**src/rtl/soc_bus_arbiter_if.sv**
```systemverilog
// Bundle of both masters' request/response signals plus the downstream address/data bus.
// m0_lock/m1_lock exist only when ARB_LOCK_EN is defined.
interface soc_bus_arbiter_if #(
   parameter int unsigned AW = 32,
   parameter int unsigned DW = 32
);
   logic          m0_req;
   logic          m0_we;
   logic [AW-1:0] m0_addr;
   logic [DW-1:0] m0_wdata;
   logic [DW-1:0] m0_rdata;
   logic          m0_ack;
   logic          m0_err;

   logic          m1_req;
   logic          m1_we;
   logic [AW-1:0] m1_addr;
   logic [DW-1:0] m1_wdata;
   logic [DW-1:0] m1_rdata;
   logic          m1_ack;
   logic          m1_err;

`ifdef ARB_LOCK_EN
   logic          m0_lock;
   logic          m1_lock;
`endif

   logic          bus_we;
   logic [AW-1:0] bus_addr;
   logic [DW-1:0] bus_wdata;
   logic [DW-1:0] bus_rdata;
   logic          bus_rdy;

   // slave: the arbiter itself; master: requesters together with the downstream decoder
   modport slave (
`ifdef ARB_LOCK_EN
      input  m0_lock, m1_lock,
`endif
      input  m0_req, m0_we, m0_addr, m0_wdata,
      output m0_rdata, m0_ack, m0_err,
      input  m1_req, m1_we, m1_addr, m1_wdata,
      output m1_rdata, m1_ack, m1_err,
      output bus_we, bus_addr, bus_wdata,
      input  bus_rdata, bus_rdy
   );

   modport master (
`ifdef ARB_LOCK_EN
      output m0_lock, m1_lock,
`endif
      output m0_req, m0_we, m0_addr, m0_wdata,
      input  m0_rdata, m0_ack, m0_err,
      output m1_req, m1_we, m1_addr, m1_wdata,
      input  m1_rdata, m1_ack, m1_err,
      input  bus_we, bus_addr, bus_wdata,
      output bus_rdata, bus_rdy
   );
endinterface

```
**src/rtl/soc_bus_arbiter.sv**
```systemverilog
// Two-master round-robin arbiter for the SoC memory-mapped bus with wait-state timeout.
// Define ARB_LOCK_EN to add m0_lock/m1_lock, which let the granted master keep priority.
module soc_bus_arbiter #(
   parameter int unsigned AW     = 32,
   parameter int unsigned DW     = 32,
   parameter int unsigned TO_CYC = 15
) (
   input logic              clk,
   input logic              rst,
   soc_bus_arbiter_if.slave bus
);
   localparam int unsigned CW = (TO_CYC > 1) ? $clog2(TO_CYC) : 1;

   typedef enum logic [1:0] {StIdle, StAccess, StResp} state_e;

   state_e        r_state;
   logic          r_gnt;
   logic          r_prio;
   logic [CW-1:0] r_to_cnt;
   logic [DW-1:0] r_rdata0;
   logic [DW-1:0] r_rdata1;
   logic          r_ack0;
   logic          r_ack1;
   logic          r_err0;
   logic          r_err1;

   logic          w_we;
   logic [AW-1:0] w_addr;
   logic [DW-1:0] w_wdata;
   logic          w_timeout;
   logic          w_lock;

   // Downstream bus is only live during ACCESS; zero everywhere else
   always_comb begin
      w_we    = 1'b0;
      w_addr  = '0;
      w_wdata = '0;
      if (r_state == StAccess) begin
         if (r_gnt) begin
            w_we    = bus.m1_we;
            w_addr  = bus.m1_addr;
            w_wdata = bus.m1_wdata;
         end else begin
            w_we    = bus.m0_we;
            w_addr  = bus.m0_addr;
            w_wdata = bus.m0_wdata;
         end
      end
   end

   assign bus.bus_we    = w_we;
   assign bus.bus_addr  = w_addr;
   assign bus.bus_wdata = w_wdata;

   // Counter holds the number of wait cycles already spent before this one
   assign w_timeout = (TO_CYC != 0) && (r_to_cnt == CW'(TO_CYC - 1));

`ifdef ARB_LOCK_EN
   assign w_lock = r_gnt ? bus.m1_lock : bus.m0_lock;
`else
   assign w_lock = 1'b0;
`endif

   always_ff @(posedge clk or posedge rst) begin
      if (rst) begin
         r_state  <= StIdle;
         r_gnt    <= 1'b0;
         r_prio   <= 1'b0;
         r_to_cnt <= '0;
         r_rdata0 <= '0;
         r_rdata1 <= '0;
         r_ack0   <= 1'b0;
         r_ack1   <= 1'b0;
         r_err0   <= 1'b0;
         r_err1   <= 1'b0;
      end else begin
         r_ack0 <= 1'b0;
         r_ack1 <= 1'b0;
         unique case (r_state)
            StIdle: begin
               if (bus.m0_req || bus.m1_req) begin
                  r_gnt    <= (bus.m0_req && bus.m1_req) ? r_prio : bus.m1_req;
                  r_to_cnt <= '0;
                  r_state  <= StAccess;
               end
            end
            StAccess: begin
               if (bus.bus_rdy) begin
                  if (r_gnt) begin
                     r_rdata1 <= bus.bus_rdata;
                     r_err1   <= 1'b0;
                     r_ack1   <= 1'b1;
                  end else begin
                     r_rdata0 <= bus.bus_rdata;
                     r_err0   <= 1'b0;
                     r_ack0   <= 1'b1;
                  end
                  r_state <= StResp;
               end else begin
                  r_to_cnt <= r_to_cnt + CW'(1);
                  if (w_timeout) begin
                     if (r_gnt) begin
                        r_rdata1 <= '0;
                        r_err1   <= 1'b1;
                        r_ack1   <= 1'b1;
                     end else begin
                        r_rdata0 <= '0;
                        r_err0   <= 1'b1;
                        r_ack0   <= 1'b1;
                     end
                     r_state <= StResp;
                  end
               end
            end
            StResp: begin
               // A locked master keeps priority; otherwise the one just served drops to lowest
               r_prio  <= w_lock ? r_gnt : ~r_gnt;
               r_state <= StIdle;
            end
            default: r_state <= StIdle;
         endcase
      end
   end

   assign bus.m0_rdata = r_rdata0;
   assign bus.m0_ack   = r_ack0;
   assign bus.m0_err   = r_err0;
   assign bus.m1_rdata = r_rdata1;
   assign bus.m1_ack   = r_ack1;
   assign bus.m1_err   = r_err1;
endmodule
```
**src/flat_wrapper.sv**
```systemverilog
// flat-port wrapper written by rule: the top's interface ports become plain ports
module soc_bus_arbiter_flat 
#(
   parameter int unsigned AW     = 32,
   parameter int unsigned DW     = 32,
   parameter int unsigned TO_CYC = 15
)
  (clk, rst, bus_m0_req, bus_m0_we, bus_m0_addr, bus_m0_wdata, bus_m0_rdata, bus_m0_ack, bus_m0_err, bus_m1_req, bus_m1_we, bus_m1_addr, bus_m1_wdata, bus_m1_rdata, bus_m1_ack, bus_m1_err, bus_bus_we, bus_bus_addr, bus_bus_wdata, bus_bus_rdata, bus_bus_rdy);
  soc_bus_arbiter_if #(.AW(AW), .DW(DW)) bus_i ();
  input logic clk;
  input logic rst;
  input wire logic [$bits(bus_i.m0_req)-1:0] bus_m0_req;
  input wire logic [$bits(bus_i.m0_we)-1:0] bus_m0_we;
  input wire logic [$bits(bus_i.m0_addr)-1:0] bus_m0_addr;
  input wire logic [$bits(bus_i.m0_wdata)-1:0] bus_m0_wdata;
  output wire logic [$bits(bus_i.m0_rdata)-1:0] bus_m0_rdata;
  output wire logic [$bits(bus_i.m0_ack)-1:0] bus_m0_ack;
  output wire logic [$bits(bus_i.m0_err)-1:0] bus_m0_err;
  input wire logic [$bits(bus_i.m1_req)-1:0] bus_m1_req;
  input wire logic [$bits(bus_i.m1_we)-1:0] bus_m1_we;
  input wire logic [$bits(bus_i.m1_addr)-1:0] bus_m1_addr;
  input wire logic [$bits(bus_i.m1_wdata)-1:0] bus_m1_wdata;
  output wire logic [$bits(bus_i.m1_rdata)-1:0] bus_m1_rdata;
  output wire logic [$bits(bus_i.m1_ack)-1:0] bus_m1_ack;
  output wire logic [$bits(bus_i.m1_err)-1:0] bus_m1_err;
  output wire logic [$bits(bus_i.bus_we)-1:0] bus_bus_we;
  output wire logic [$bits(bus_i.bus_addr)-1:0] bus_bus_addr;
  output wire logic [$bits(bus_i.bus_wdata)-1:0] bus_bus_wdata;
  input wire logic [$bits(bus_i.bus_rdata)-1:0] bus_bus_rdata;
  input wire logic [$bits(bus_i.bus_rdy)-1:0] bus_bus_rdy;
  assign bus_i.m0_req = bus_m0_req;
  assign bus_i.m0_we = bus_m0_we;
  assign bus_i.m0_addr = bus_m0_addr;
  assign bus_i.m0_wdata = bus_m0_wdata;
  assign bus_m0_rdata = bus_i.m0_rdata;
  assign bus_m0_ack = bus_i.m0_ack;
  assign bus_m0_err = bus_i.m0_err;
  assign bus_i.m1_req = bus_m1_req;
  assign bus_i.m1_we = bus_m1_we;
  assign bus_i.m1_addr = bus_m1_addr;
  assign bus_i.m1_wdata = bus_m1_wdata;
  assign bus_m1_rdata = bus_i.m1_rdata;
  assign bus_m1_ack = bus_i.m1_ack;
  assign bus_m1_err = bus_i.m1_err;
  assign bus_bus_we = bus_i.bus_we;
  assign bus_bus_addr = bus_i.bus_addr;
  assign bus_bus_wdata = bus_i.bus_wdata;
  assign bus_i.bus_rdata = bus_bus_rdata;
  assign bus_i.bus_rdy = bus_bus_rdy;
  soc_bus_arbiter #(.AW(AW), .DW(DW), .TO_CYC(TO_CYC)) u_core (.clk(clk), .rst(rst), .bus(bus_i));
endmodule
```
**config.mk**
```make
export PLATFORM = sky130hd
export DESIGN_NAME = soc_bus_arbiter_flat
export DESIGN_NICKNAME = d
export VERILOG_FILES = /design/src/rtl/soc_bus_arbiter_if.sv /design/src/rtl/soc_bus_arbiter.sv /design/src/flat_wrapper.sv
export SDC_FILE = /design/constraint.sdc
export NUM_CORES = 1
export LEC_CHECK = 0
export ABC_AREA = 0
export BUFFER_PORTS_ARGS = -buffer_cell sky130_fd_sc_hd__buf_2
export CORE_AREA = 2 2 116 118
export CTS_BUF_LIST = sky130_fd_sc_hd__clkbuf_4 sky130_fd_sc_hd__clkbuf_8
export DETAILED_ROUTE_END_ITERATION = 7
export DIE_AREA = 0 0 118 120
export PLACE_DENSITY = 0.64
export SKIP_LAST_GASP = 1
export SLEW_MARGIN = 20
export SYNTH_ARGS = -nofsm -noshare
export SYNTH_HDL_FRONTEND = slang
export SYNTH_SLANG_ARGS = --single-unit
```
**constraint.sdc**
```tcl
create_clock -name clk -period 1.8 [get_ports clk]
set_input_delay 0 -clock clk [delete_from_list [all_inputs] [get_ports clk]]
set_output_delay 0 -clock clk [all_outputs]
set_load 0.03 [all_outputs]
```
== Yosys cells after proc, flatten, opt, wreduce, memory -nomap -nowiden ==
Cells that the tools add are included.
W data, S select, Z words.
Word-level totals
  output and inout bits: 133
  input bits: 167
  flip-flop bits (word level): 76
  logic and storage cells: 66
Cells by class
  bitwise logic cells: 1
  reductions and logical operators: 10
  equality and inequality tests: 6
  mux-type cells: 38
  add/subtract/negate cells: 1
Operator list (count)
  $mux W32: 12
  $mux W1: 19
  $reduce_and A3 Y1: 3
  $mux W4: 2
  $pmux W4 S2: 1
  $mux W2: 3
  $add A4 B1 Y4 const B: 1
  $eq A4 B4 Y1 const B: 1
  $pmux W2 S2: 1
  $reduce_and A2 Y1: 2
  $reduce_bool A2 Y1: 2
  $ne A3 B2 Y1 const B: 1
  $eq A2 B1 Y1 const B: 1
  $eq A2 B2 Y1 const B: 1
  $logic_not A2 Y1: 1
  $ne A2 B1 Y1 const B: 1
  $ne A2 B2 Y1 const B: 1
  $logic_and A1 B1 Y1: 1
  $logic_or A1 B1 Y1: 1
  $not A1 Y1: 1

== Logic depth before layout (Yosys ltp) ==
Gate-level depths: netlist of the first run.
  depth in word-level cells: 4
  gate-level depth with buffers: 7
  mapped depth without buffers: 5

== Least setup slack after synthesis of the first run ==
OpenSTA, ideal clock, no wires.
  path kind: register -> register
  start point: register u_core.r_to_cnt[0]
  end point: register u_core.r_rdata0[10], in the netlist u_core.bus.m0_rdata[10]
  data required time: 1.678 ns
  cell stages (with the launch flop): 8
  library setup time: 0.122 ns
  buffers on the path: 2
  data arrival time: 1.397 ns
  setup slack: 0.282 ns
  clock period less this slack: 1.518 ns
  cells stage by stage: dfrtp_1 > inv_1 > ha_1 > and3_1 > clkbuf_1 > o21ai_2 > buf_2 > a32o_1
Between the ends
  cells in the longest elaborated chain, start to end: 3
Ends and longest elaborated chain
  start: declaration: RTL line soc_bus_arbiter.sv:19  | logic [CW-1:0] r_to_cnt;
  start signal: assignment: RTL line soc_bus_arbiter.sv:100  | r_to_cnt <= r_to_cnt + CW'(1);
  $eq A4 B4 Y1: RTL line soc_bus_arbiter.sv:56  | assign w_timeout = (TO_CYC != 0) && (r_to_cnt == CW'(TO_CYC - 1));
  $reduce_bool A2 Y1 (no line)
  $reduce_and A3 Y1 (no line)
  end signal: assignment: RTL line soc_bus_arbiter.sv:94  | r_rdata0 <= bus.bus_rdata;
  end: declaration: RTL line soc_bus_arbiter.sv:20  | logic [DW-1:0] r_rdata0;
Every way passes these cells.
A chain may end at the register's enable or synchronous reset.

==> impl_results.md, run 1 <==
- Syn Inst Count: 351
- Post-Place Setup Slack: 0.204 ns
- Final period util: 97.2%
- Initial DRC count: 297
- Vias in the first global route: 4,129
- Antenna-violating nets left: 0
- Status: finished, final reports clean
- Register area share after synthesis: 48.9%
- CP Class: flop to flop
- Clk Latency, worst-skew pair: 0.34 ns
- CP Data Arrival Time: 1.98 ns
- Post-Synth Adder-Cell Area: 0.643%
- Crit path launch type: flop
- Most frequent cells in the layout: buf_2, dfrtp_1, nor2_1
- Largest area contributor in the netlist: dfrtp_1
- Vias: 4,234
- Final Instance Area: 0.00620 mm²
- IO Pins: 300
- Multi-input logic area: 0.00179 mm²
- Post-DP HPWL: 10.1 mm
- GRT Util Overall: 18.5%
- Hold Vio Cnt, Final: 0
- WHS Path Cells: 3
- Cts bufs inserted: 9
- Chip Width: 118 µm
- Routability congestion estimate: 0.820
- Uppermost routed layer: met4
- FF/Latch Area: 0.00191 mm²
- Mapped Area: 0.00389 mm²
- Cell variety after synth: 28
- Max_slew headroom: 61.0%
- Worst VDD drop: 0.000619 V
- Tmin final: 1.75 ns
- Mean Syn Cell Area: 11.1 µm²
- CTS Buffer Depth: 2
- Hold WC Path Type: input port to flop
- Root Buffer: clkbuf_8
- Grt ovf: 0
- TritonCTS clock tree: done
- Global-route wire length before repair: 21.0 mm
- Die outline area: 0.0142 mm²
- CTS H-Tree Depth: 3
- Layout Nets: 840
- Worst hold slack: 0.0907 ns
- Diodes inserted: 0
- Max Clock Freq: 572 MHz
- DRC viols: 0
- Final-layout fill cell count: 1,219
- WL met2: 7.04 mm
- Simple-gate share of the synthesized area: 8.87%
- Crit-path max cell delay: 0.55 ns
- Met3 WL post-DR: 1.10 mm
- Mux contribution to synthesized area: 16.7%
- RSZ-0062 raised after global routing: true
- Avg WL per Cell: 16.2 µm
- Setup violations, final: 0
- Initial antenna violation count: 0
- Die Span Y: 120 µm
- Slew Limit Fails: 0
- Drt first pass iters: 4
- Met1 wire length: 5.41 mm
- Synth area leaders: dfrtp_1, mux2i_1, a32o_1
- #FFs+latches synth: 76
- Largest family of logic cells by synthesized area: compound AO/OA/AOI/OAI gates
- Largest fanout on the critical path: 33
- Largest net degree at the start of global routing: 66
- Synthesis warning total: 0
- Floorplan row count: 42
- Vias per cell: 4.97
- Clock transition at the registers of the reported paths: 0.08 ns
- I/O Buffers: 299
- Post-CTS Repair Setup Buffers: 0
- Slowest stage cell, crit path: dlygate4sd3_1
- Worst setup EP type: flop
- Sum of negative setup slack: 0 ns
- XOR/XNOR Fraction of Synth Area: 0.225%
- Area grow syn2layout: 59.4%
- Max Cap Viol: 0
- PwrDens: 1850 mW/mm²
- Setup slack after layout: 0.0508 ns
- Syn Nets: 520
- Worst-Margin Slew: 0.583 ns
- Cells along the critical path: bufbuf_16 > a21oi_1 > a21oi_1 > dlygate4sd3_1
- Most frequent cell on the critical path: a21oi_1
- Share of cells above drive strength 1: 49.7%
- Worst R2R Path Depth: 4
- Leak pwr: 3.39 nW
- Cell Area, Placed: 0.00561 mm²
- Clk_skew: 0.0118 ns
- Synth Area in Compound Gates: 19.6%
- CP required: 2.03 ns
- Pwr Total: 11.5 mW
- CTS Sinks: 76
- Most common cell after layout, fill and taps aside: buf_2
- Core ar.: 0.0130 mm²
- Initial core utilization: 30.0%
- Share of the synthesized area in the top cell type: 48.9%
- Routed wire length: 13.8 mm
## per-stage QoR
step	utilization, %	instances
after floorplan	-	351
after global placement	43.2	800
after detailed placement	43.2	800
after CTS	47.8	852
after global routing	47.8	852
final	47.8	852
## metal layers
| layer | vias to the layer above | track usage [%] |
|---|---|---|
| li1 | 1962 | - |
| met1 | 2025 | 22.5 |
| met5 | - | 0 |
| met3 | 24 | 4.56 |
| met4 | 0 | 5.80 |
| met2 | 223 | 32.1 |
## flip-flops by register name, indices dropped and copies added, names as in the netlist
register	cells
u_core.bus.m0_rdata	32
u_core.bus.m1_rdata	32
u_core.r_to_cnt	4
u_core.r_state	2
u_core.bus.m0_ack	1
u_core.bus.m0_err	1
u_core.bus.m1_ack	1
u_core.bus.m1_err	1
u_core.r_gnt	1
u_core.r_prio	1
## synth_stat cells
cell	n
and3_1	1
mux2i_1	65
and2_1	1
o31a_1	1
nor2b_1	1
o21a_1	1
clkbuf_1	13
nand2b_1	2
o21ai_2	2
dfrtp_1	76
o21ai_0	5
a31oi_1	2
nor2_1	69
a21oi_1	5
nand3_1	1
xor2_1	1
o31ai_1	1
nor4bb_1	1
a32o_1	64
and3b_1	1
ha_1	2
buf_4	1
nor3b_4	1
or2_2	1
inv_1	6
nor4_1	1
o221ai_1	2
buf_2	24
## cell families (layout without fill, tap and decap cells)
logic type	count (synthesis)	count (layout)
AOI/OAI and AO/OA	83	83
and+or+nand+nor	80	80
DFF	76	76
muxes	65	65
buffers and inverters	44	369
adders and majority gates	2	2
xor gates and xnor gates	1	1
## report_power, final
part	switching, mW	internal [mW]
clock network	0.618	0.696
logic	4.69	2.56
registers	0.474	2.45
total	5.79	5.70
## worst max-delay path, delay by kind of cell (launching register included)
family / cells / cell delay [ns]
compound gates: 2 / 0.19
flops: 1 / 0.54
buf+inv: 2 / 0.90
## final timing paths
kind                                           end                     from  slack, ns
min in group asynchronous  u_core.bus.m0_rdata[13]                      rst       0.28
hold reg to reg            u_core.bus.m0_rdata[29]  u_core.bus.m0_rdata[29]       0.49
setup reg to reg                      u_core.r_gnt             u_core.r_gnt       0.05
hold / removal                   u_core.r_state[0]               bus_m1_req       0.09
max in group asynchronous  u_core.bus.m0_rdata[16]                      rst       0.87
setup / recovery                      u_core.r_gnt             u_core.r_gnt       0.05
## timing repair
item | CTS | global route
endpoints found under the setup margin | 4 | 14
resized for setup | 1 | 1
endpoints found under the hold margin | 90 | 0
gates cloned | 1 | 0
hold buffers | 35 | 0
## final cells by class
type | instances | share of cell area [%]
clock buffers | 11 | 2.34
clock inverters | 5 | 0.948
inverters | 6 | 0.424
multi-input cells | 231 | 28.9
flip-flops and latches | 76 | 30.7
well taps | 176 | 3.55
repair buffers | 347 | 33.1
(Power assumes the default switching activity.)
==> run 2, diff against run 1 <==
==> constraint.sdc (replaced) <==
create_clock -name clk -period 1.8 [get_ports clk]
set_input_delay 0.18 -clock clk [delete_from_list [all_inputs] [get_ports clk]]
set_output_delay 0.18 -clock clk [all_outputs]
set_load 0.03 [all_outputs]
==> impl_results.md, run 2 (synthesis gave the netlist of run 1 again) <==
- Status: finished with violations
- Violated checks: negative setup slack
- Initial antenna violation count: 2 (+2)
- Initial core utilization: 30.0% (unchanged)
- Max_slew headroom: 61.1% (+0.074 points)
- Final-layout fill cell count: 1,274 (+4.5%)
- Largest net degree at the start of global routing: 66 (unchanged)
- CP Data Arrival Time: 1.65 ns (-0.33 ns)
- Post-Place Setup Slack: 0.163 ns (-0.0415 ns)
- Layout Nets: 816 (-2.9%)
- Clk Latency, worst-skew pair: 0.34 ns (about the same)
- Final Instance Area: 0.00606 mm² (-2.2%)
- Reg-to-Reg End: u_core.bus.m0_err
- Setup slack after layout: -0.0309 ns (-0.0817 ns)
- Most common cell after layout, fill and taps aside: buf_2
- Slew Limit Fails: 0 (unchanged)
- FF-to-FF setup slack: 0.20 ns (+0.15 ns)
- Worst R2R Path Depth: 5 (+1)
- Routed wire length: 13.5 mm (-2.5%)
- Vias per cell: 4.92 (-0.96%)
- DRC viols: 0 (unchanged)
- Die Span Y: 120 µm (unchanged)
- Grt ovf: 0 (unchanged)
- Vias: 4,085 (-3.5%)
- PwrDens: 1940 mW/mm² (+4.5%)
- Post-DP HPWL: 10.1 mm (about the same)
- Pwr Total: 11.7 mW (+2.2%)
- Worst setup path endpoint: bus_bus_addr[9]
- Max Cap Viol: 0 (unchanged)
- Critical path origin: u_core.r_gnt
- Root Buffer: clkbuf_8
- Final period util: 102% (+4.5 points)
- Vias in the first global route: 3,984 (-3.5%)
- Most frequent cells in the layout: buf_2, dfrtp_1, nor2_1
- Worst-Margin Slew: 0.582 ns (-0.00110 ns)
- CTS Buffer Depth: 2 (unchanged)
- Tmin final: 1.83 ns (+0.0817 ns)
- CP required: 1.62 ns (-0.41 ns)
- Core Util, Final: 46.7% (-1.1 points)
- Crit path launch type: flop
- I/O Buffers: 299 (unchanged)
- Cts bufs inserted: 9 (unchanged)
- Die outline area: 0.0142 mm² (unchanged)
- Largest fanout on the critical path: 12 (-64%)
- Chip Width: 118 µm (unchanged)
- Post-Place Cells: 805 (+0.63%)
- Layout Cells excl Fill: 830 (-2.6%)
- CP Class: flop to output pin
- Core ar.: 0.0130 mm² (unchanged)
- Avg WL per Cell: 16.3 µm (+0.13%)
- CTS H-Tree Depth: 3 (unchanged)
- Setup violations, final: 4 (+4)
- Antenna-violating nets left: 0 (unchanged)
- Clock transition at the registers of the reported paths: 0.08 ns (about the same)
- Worst setup EP type: output pin
- Max Clock Freq: 546 MHz (-4.5%)
- Routability congestion estimate: 0.891 (+8.7%)
- Floorplan row count: 42 (unchanged)
- CTS Sinks: 76 (unchanged)
- Area grow syn2layout: 55.8%
- RSZ-0062 raised after global routing: true
- Initial DRC count: 223 (-25%)
- Cell Area, Placed: 0.00566 mm² (+0.89%)
- Global-route wire length before repair: 20.4 mm (-2.7%)
- TritonCTS clock tree: done
- Clk_skew: 0.00922 ns (-0.00262 ns)
- GRT Util Overall: 18.0% (-0.47 points)
- RR Startpoint: u_core.r_gnt
- Leak pwr: 3.29 nW (-2.9%)
- Share of cells above drive strength 1: 53.8% (+4.1 points)
- Hold Vio Cnt, Final: 0 (unchanged)
- IO Pins: 300 (unchanged)
- Worst VDD drop: 0.000744 V (+20%)
- Drt first pass iters: 4 (unchanged)
- Hold WC Path Type: input port to flop
-- run 2: cell types whose count changed in the layout (fill, tap and decap cells not counted), moves of 2 or more --
cell / before / now
buf_4: 6 / 56
buf_2: 299 / 252
dlygate4sd3_1: 35 / 1
clkbuf_4: 1 / 6
mux2i_1: 65 / 61
mux2i_2: 0 / 4
clkinv_2: 1 / 3
diode_2: 0 / 2
-- run 2: per-layer routing --
metal / routed length (µm) / part of all wire [%] / track usage, %
met5: 0 / 0 / 0
met4: 103 / 0.76 / 4.97
met3: 953 / 7.1 / 3.94
met2: 7190 / 53 / 32.3
met1: 5250 / 39 / 21.7
-- run 2: per-stage QoR --
| step | TNS [ns] | hold slack (ns) |
|---|---|---|
| 2_1_floorplan | 0 | 0.266 |
| 3_3_place_gp | 0 | 0.270 |
| 3_5_place_dp | 0 | 0.275 |
| 4_1_cts | -0.139 | 0.0254 |
| 5_1_grt | -1.63 | 0.0287 |
| 6_report | -0.0947 | 0.0456 |
-- run 2: critical path, cell delays in order (launching register included) --
cell and delay (ns):
dfrtp_4 0.51, buf_16 0.17, buf_6 0.15, mux2i_2 0.22, nor2_1 0.08, buf_4 0.18
-- run 2: layout make-up --
| type | count | area (µm²) | area share (%) |
|---|---|---|---|
| tap | 176 | 220 | 3.63 |
| clock buffer | 10 | 131 | 2.17 |
| multi-input combinational | 231 | 1810 | 29.9 |
| sequential | 76 | 1910 | 31.5 |
| timing repair buffer | 323 | 1920 | 31.7 |
| inverter | 6 | 26.3 | 0.433 |
| clock inverter | 6 | 38.8 | 0.640 |
| antenna | 2 | 5.00 | 0.0825 |
-- run 2: worst min path at each step --
stage | start | endpoint | slack [ns] | cells past startpoint
after floorplan | bus_m0_req | u_core.r_gnt | 0.27 | 1
after global placement | rst | u_core.bus.m0_rdata[13] | 0.27 | 2
after detailed placement | rst | u_core.bus.m1_rdata[13] | 0.28 | 2
after CTS | bus_m0_req | u_core.r_gnt | 0.03 | 2
after global routing | bus_m0_req | u_core.r_gnt | 0.03 | 2
final | bus_m0_req | u_core.r_gnt | 0.05 | 2
-- run 2: what timing repair did --
| action | 4_1_cts | 5_1_grt |
|---|---|---|
| gates resized for setup | 17 | 71 |
| endpoints found under the hold margin | 25 | 0 |
| setup buffers | 4 | 1 |
| pin swaps | 0 | 4 |
| setup endpoints to repair | 65 | 65 |
| hold buffers | 1 | 0 |
| cloned | 1 | 0 |
-- run 2: power breakdown --
group	internal [mW]	switching, mW
registers	2.45	0.455
logic	2.93	4.77
clock network	0.513	0.622
==> run 3, diff against run 2 <==
--- a/config.mk
+++ b/config.mk
@@ -5,13 +5,13 @@
 export SDC_FILE = /design/constraint.sdc
 export NUM_CORES = 1
 export LEC_CHECK = 0
-export ABC_AREA = 0
+export ABC_AREA = 1
 export BUFFER_PORTS_ARGS = -buffer_cell sky130_fd_sc_hd__buf_2
-export CORE_AREA = 2 2 116 118
+export CORE_AREA = 2 2 115 117
 export CTS_BUF_LIST = sky130_fd_sc_hd__clkbuf_4 sky130_fd_sc_hd__clkbuf_8
 export DETAILED_ROUTE_END_ITERATION = 7
-export DIE_AREA = 0 0 118 120
-export PLACE_DENSITY = 0.64
+export DIE_AREA = 0 0 117 119
+export PLACE_DENSITY = 0.68
 export SKIP_LAST_GASP = 1
 export SLEW_MARGIN = 20
 export SYNTH_ARGS = -nofsm -noshare
==> impl_results.md, run 3 <==
- Reg-to-Reg End: u_core.bus.m0_rdata[13]
- Pwr Total: 12.1 mW (+2.8%)
- WL met2: 7.62 mm (+6.0%)
- Most frequent cells in the layout: nand2_1, buf_2, dfrtp_1
- Cts bufs inserted: 9 (unchanged)
- Worst-Margin Slew: 0.437 ns (-0.146 ns)
- Largest area contributor in the netlist: dfrtp_1
- Critical path origin: u_core.r_gnt
- Layout Nets: 1,019 (+25%)
- Routed wire length: 15.7 mm (+17%)
- DRC viols: 0 (unchanged)
- Clock transition at the registers of the reported paths: 0.08 ns (about the same)
- Max_slew headroom: 70.6% (+9.5 points)
- Hold WC Path Type: input port to flop
- Max Clock Freq: 564 MHz (+3.3%)
- Most common cell in the netlist: nand2_1
- Floorplan row count: 42 (unchanged)
- #FFs+latches synth: 76 (unchanged)
- RR Startpoint: u_core.r_to_cnt[0]
- Tmin final: 1.77 ns (-0.0593 ns)
- Post-DP HPWL: 11.2 mm (+11%)
- Drt first pass iters: 5 (+1)
- Post-Place Cells: 1,007 (+25%)
- Mean Syn Cell Area: 7.41 µm² (-33%)
- Leak pwr: 3.63 nW (+10%)
- Setup slack after layout: 0.0284 ns (+0.0593 ns)
- Multi-input logic area: 0.00199 mm² (+9.6%)
- CP Data Arrival Time: 1.59 ns (-0.06 ns)
- Initial DRC count: 248 (+11%)
- RSZ-0062 raised after global routing: true
- TritonCTS clock tree: done
- Share of the synthesized area in the top cell type: 45.4% (-3.4 points)
- Grt ovf: 0 (unchanged)
- Routability congestion estimate: 0.806 (-9.5%)
- Clk_skew: 0.0101 ns (+0.000856 ns)
- Final-layout fill cell count: 1,334 (+4.7%)
- Met1 wire length: 6.25 mm (+19%)
- Core ar.: 0.0129 mm² (-0.81%)
- Setup violations, final: 0 (-4)
- Slowest stage cell, crit path: dfrtp_4
- Mapped Area: 0.00419 mm² (+7.6%)
- Antenna-violating nets left: 0 (unchanged)
- GRT Util Overall: 21.6% (+3.7 points)
- Largest net degree at the start of global routing: 66 (unchanged)
- Die outline area: 0.0139 mm² (-1.7%)
- Initial antenna violation count: 1 (-1)
- Layout Cells excl Fill: 1,032 (+24%)
- Syn Inst Count: 565 (+61%)
- Vias in the first global route: 4,695 (+18%)
- Worst setup EP type: output pin
- Most common cell after layout, fill and taps aside: nand2_1
- Worst VDD drop: 0.000837 V (+12%)
- Top FF cell, synth: dfrtp_1
- Synth area leaders: dfrtp_1, nand2_1, nand4_1
- I/O Buffers: 299 (unchanged)
- Sum of negative setup slack: 0 ns (+0.0947 ns)
- Vias: 5,071 (+24%)
- Hold Vio Cnt, Final: 0 (unchanged)
- Synthesis warning total: 0 (unchanged)
- CP Class: flop to output pin
- Initial core utilization: 32.5% (+2.5 points)
- Post-synth top cells: nand2_1, dfrtp_1, a21oi_1, nand4_1, buf_2
- Met3 WL post-DR: 1.29 mm (+35%)
- Worst setup path endpoint: bus_bus_addr[9]
- Area grow syn2layout: 52.8%
- Crit path launch type: flop
- Ys async rst share: 100% (unchanged)
- FF/Latch Area: 0.00191 mm² (-0.13%)
- FF-to-FF setup slack: 0.21 ns (about the same)
- Avg WL per Cell: 15.3 µm (-6.2%)
- CP required: 1.62 ns (about the same)
- Final period util: 98.4% (-3.3 points)
- Uppermost routed layer: met4
- Share of cells above drive strength 1: 42.6% (-11 points)
- Cells along the critical path: buf_4 > clkbuf_16 > nand2_1 > a21oi_1 > buf_4
- PwrDens: 1890 mW/mm² (-2.5%)
- Root Buffer: clkbuf_8
- Largest fanout on the critical path: 19 (+7)
- IO Pins: 300 (unchanged)
- Die Span Y: 119 µm (-0.83%)
- Cell variety after synth: 21 (-25%)
- Chip Width: 117 µm (-0.85%)
- EDFF count, synth: 0 (unchanged)
- CTS H-Tree Depth: 3 (unchanged)
- Register area share after synthesis: 45.4% (-3.4 points)
- Crit-path max cell delay: 0.50 ns (about the same)
- Most frequent cell on the critical path: buf_4
- Slew Limit Fails: 0 (unchanged)
- Clk Latency, worst-skew pair: 0.36 ns (+0.02 ns)
- Worst R2R Path Depth: 7 (+2)
- Vias per cell: 4.91 (-0.16%)
- Status: finished, final reports clean
- CTS Sinks: 76 (unchanged)
- Post-Place Setup Slack: 0.119 ns (-0.0431 ns)
- CTS Buffer Depth: 2 (unchanged)
- Max Cap Viol: 0 (unchanged)
- Global-route wire length before repair: 23.7 mm (+16%)
- Syn Nets: 734 (+41%)
run 3: kinds of logic (layout without fill, tap and decap cells):
family | count (synthesis) | after routing | synth area share [%]
flops | 76 | 76 | 45.4
fa+ha+maj | 2 | 2 | 0.597
simple gates | 353 | 353 | 36.5
buf+inv | 60 | 350 | 8.54
xor+xnor | 1 | 1 | 0.209
other cells | 0 | 1 | 0
compound gates | 73 | 73 | 8.78
run 3: final cells by class:
cell class,count,area share (%)
diodes,1,0.0391
clock buffers,11,2.27
clock inverters,5,1.33
inverters,12,0.997
multi-input cells,429,31.1
flip-flops and latches,76,29.8
well taps,176,3.44
repair buffers,322,31.1
run 3: metal layers:
| metal | track usage (%) | vias up |
|---|---|---|
| met2 | 35.4 | 241 |
| li1 | - | 2435 |
| met1 | 26.7 | 2357 |
| met5 | 0 | - |
| met4 | 9.12 | 0 |
| met3 | 5.65 | 38 |
run 3: repair_timing:
item	CTS	global route
endpoints found under the hold margin	76	0
buffers inserted	3	1
endpoints found under the setup margin	63	46
hold buffers	1	0
gates resized for setup	38	59
cloned	1	2
run 3: worst min path at each step:
stage,cells after the start,from,end,slack (ns)
after detailed placement,3,rst,u_core.bus.m0_rdata[20],0.26
after floorplan,2,bus_bus_rdata[0],u_core.bus.m0_rdata[0],0.33
after global placement,3,rst,u_core.bus.m0_rdata[20],0.26
final,3,bus_bus_rdata[4],u_core.bus.m1_rdata[4],0.09
after global routing,3,bus_bus_rdata[16],u_core.bus.m0_rdata[16],0.08
after CTS,3,bus_bus_rdata[4],u_core.bus.m1_rdata[4],0.06
run 3: through the flow:
step | utilization [%] | area, µm² | hold WS (ns)
5_1_grt | 49.7 | 6400 | 0.0831
3_5_place_dp | 45.1 | 5800 | 0.261
2_1_floorplan | - | 4190 | 0.332
6_report | 49.7 | 6400 | 0.0873
3_3_place_gp | 45.1 | 5800 | 0.257
4_1_cts | 48.2 | 6210 | 0.0614
run 3: where the power goes:
group	switching (mW)	internal (mW)	total, mW
logic	5.32	2.41	7.73
clock network	0.636	0.839	1.47
registers	0.428	2.44	2.87
total	6.39	5.69	12.1
run 3: worst max-delay path, delay by kind of cell, from the launching register on:
kind | cells | cell delay [ns]
flip-flops | 1 | 0.50
AND/OR/NAND/NOR | 1 | 0.06
AO/OA/AOI/OAI | 1 | 0.15
buffers and inverters | 3 | 0.53
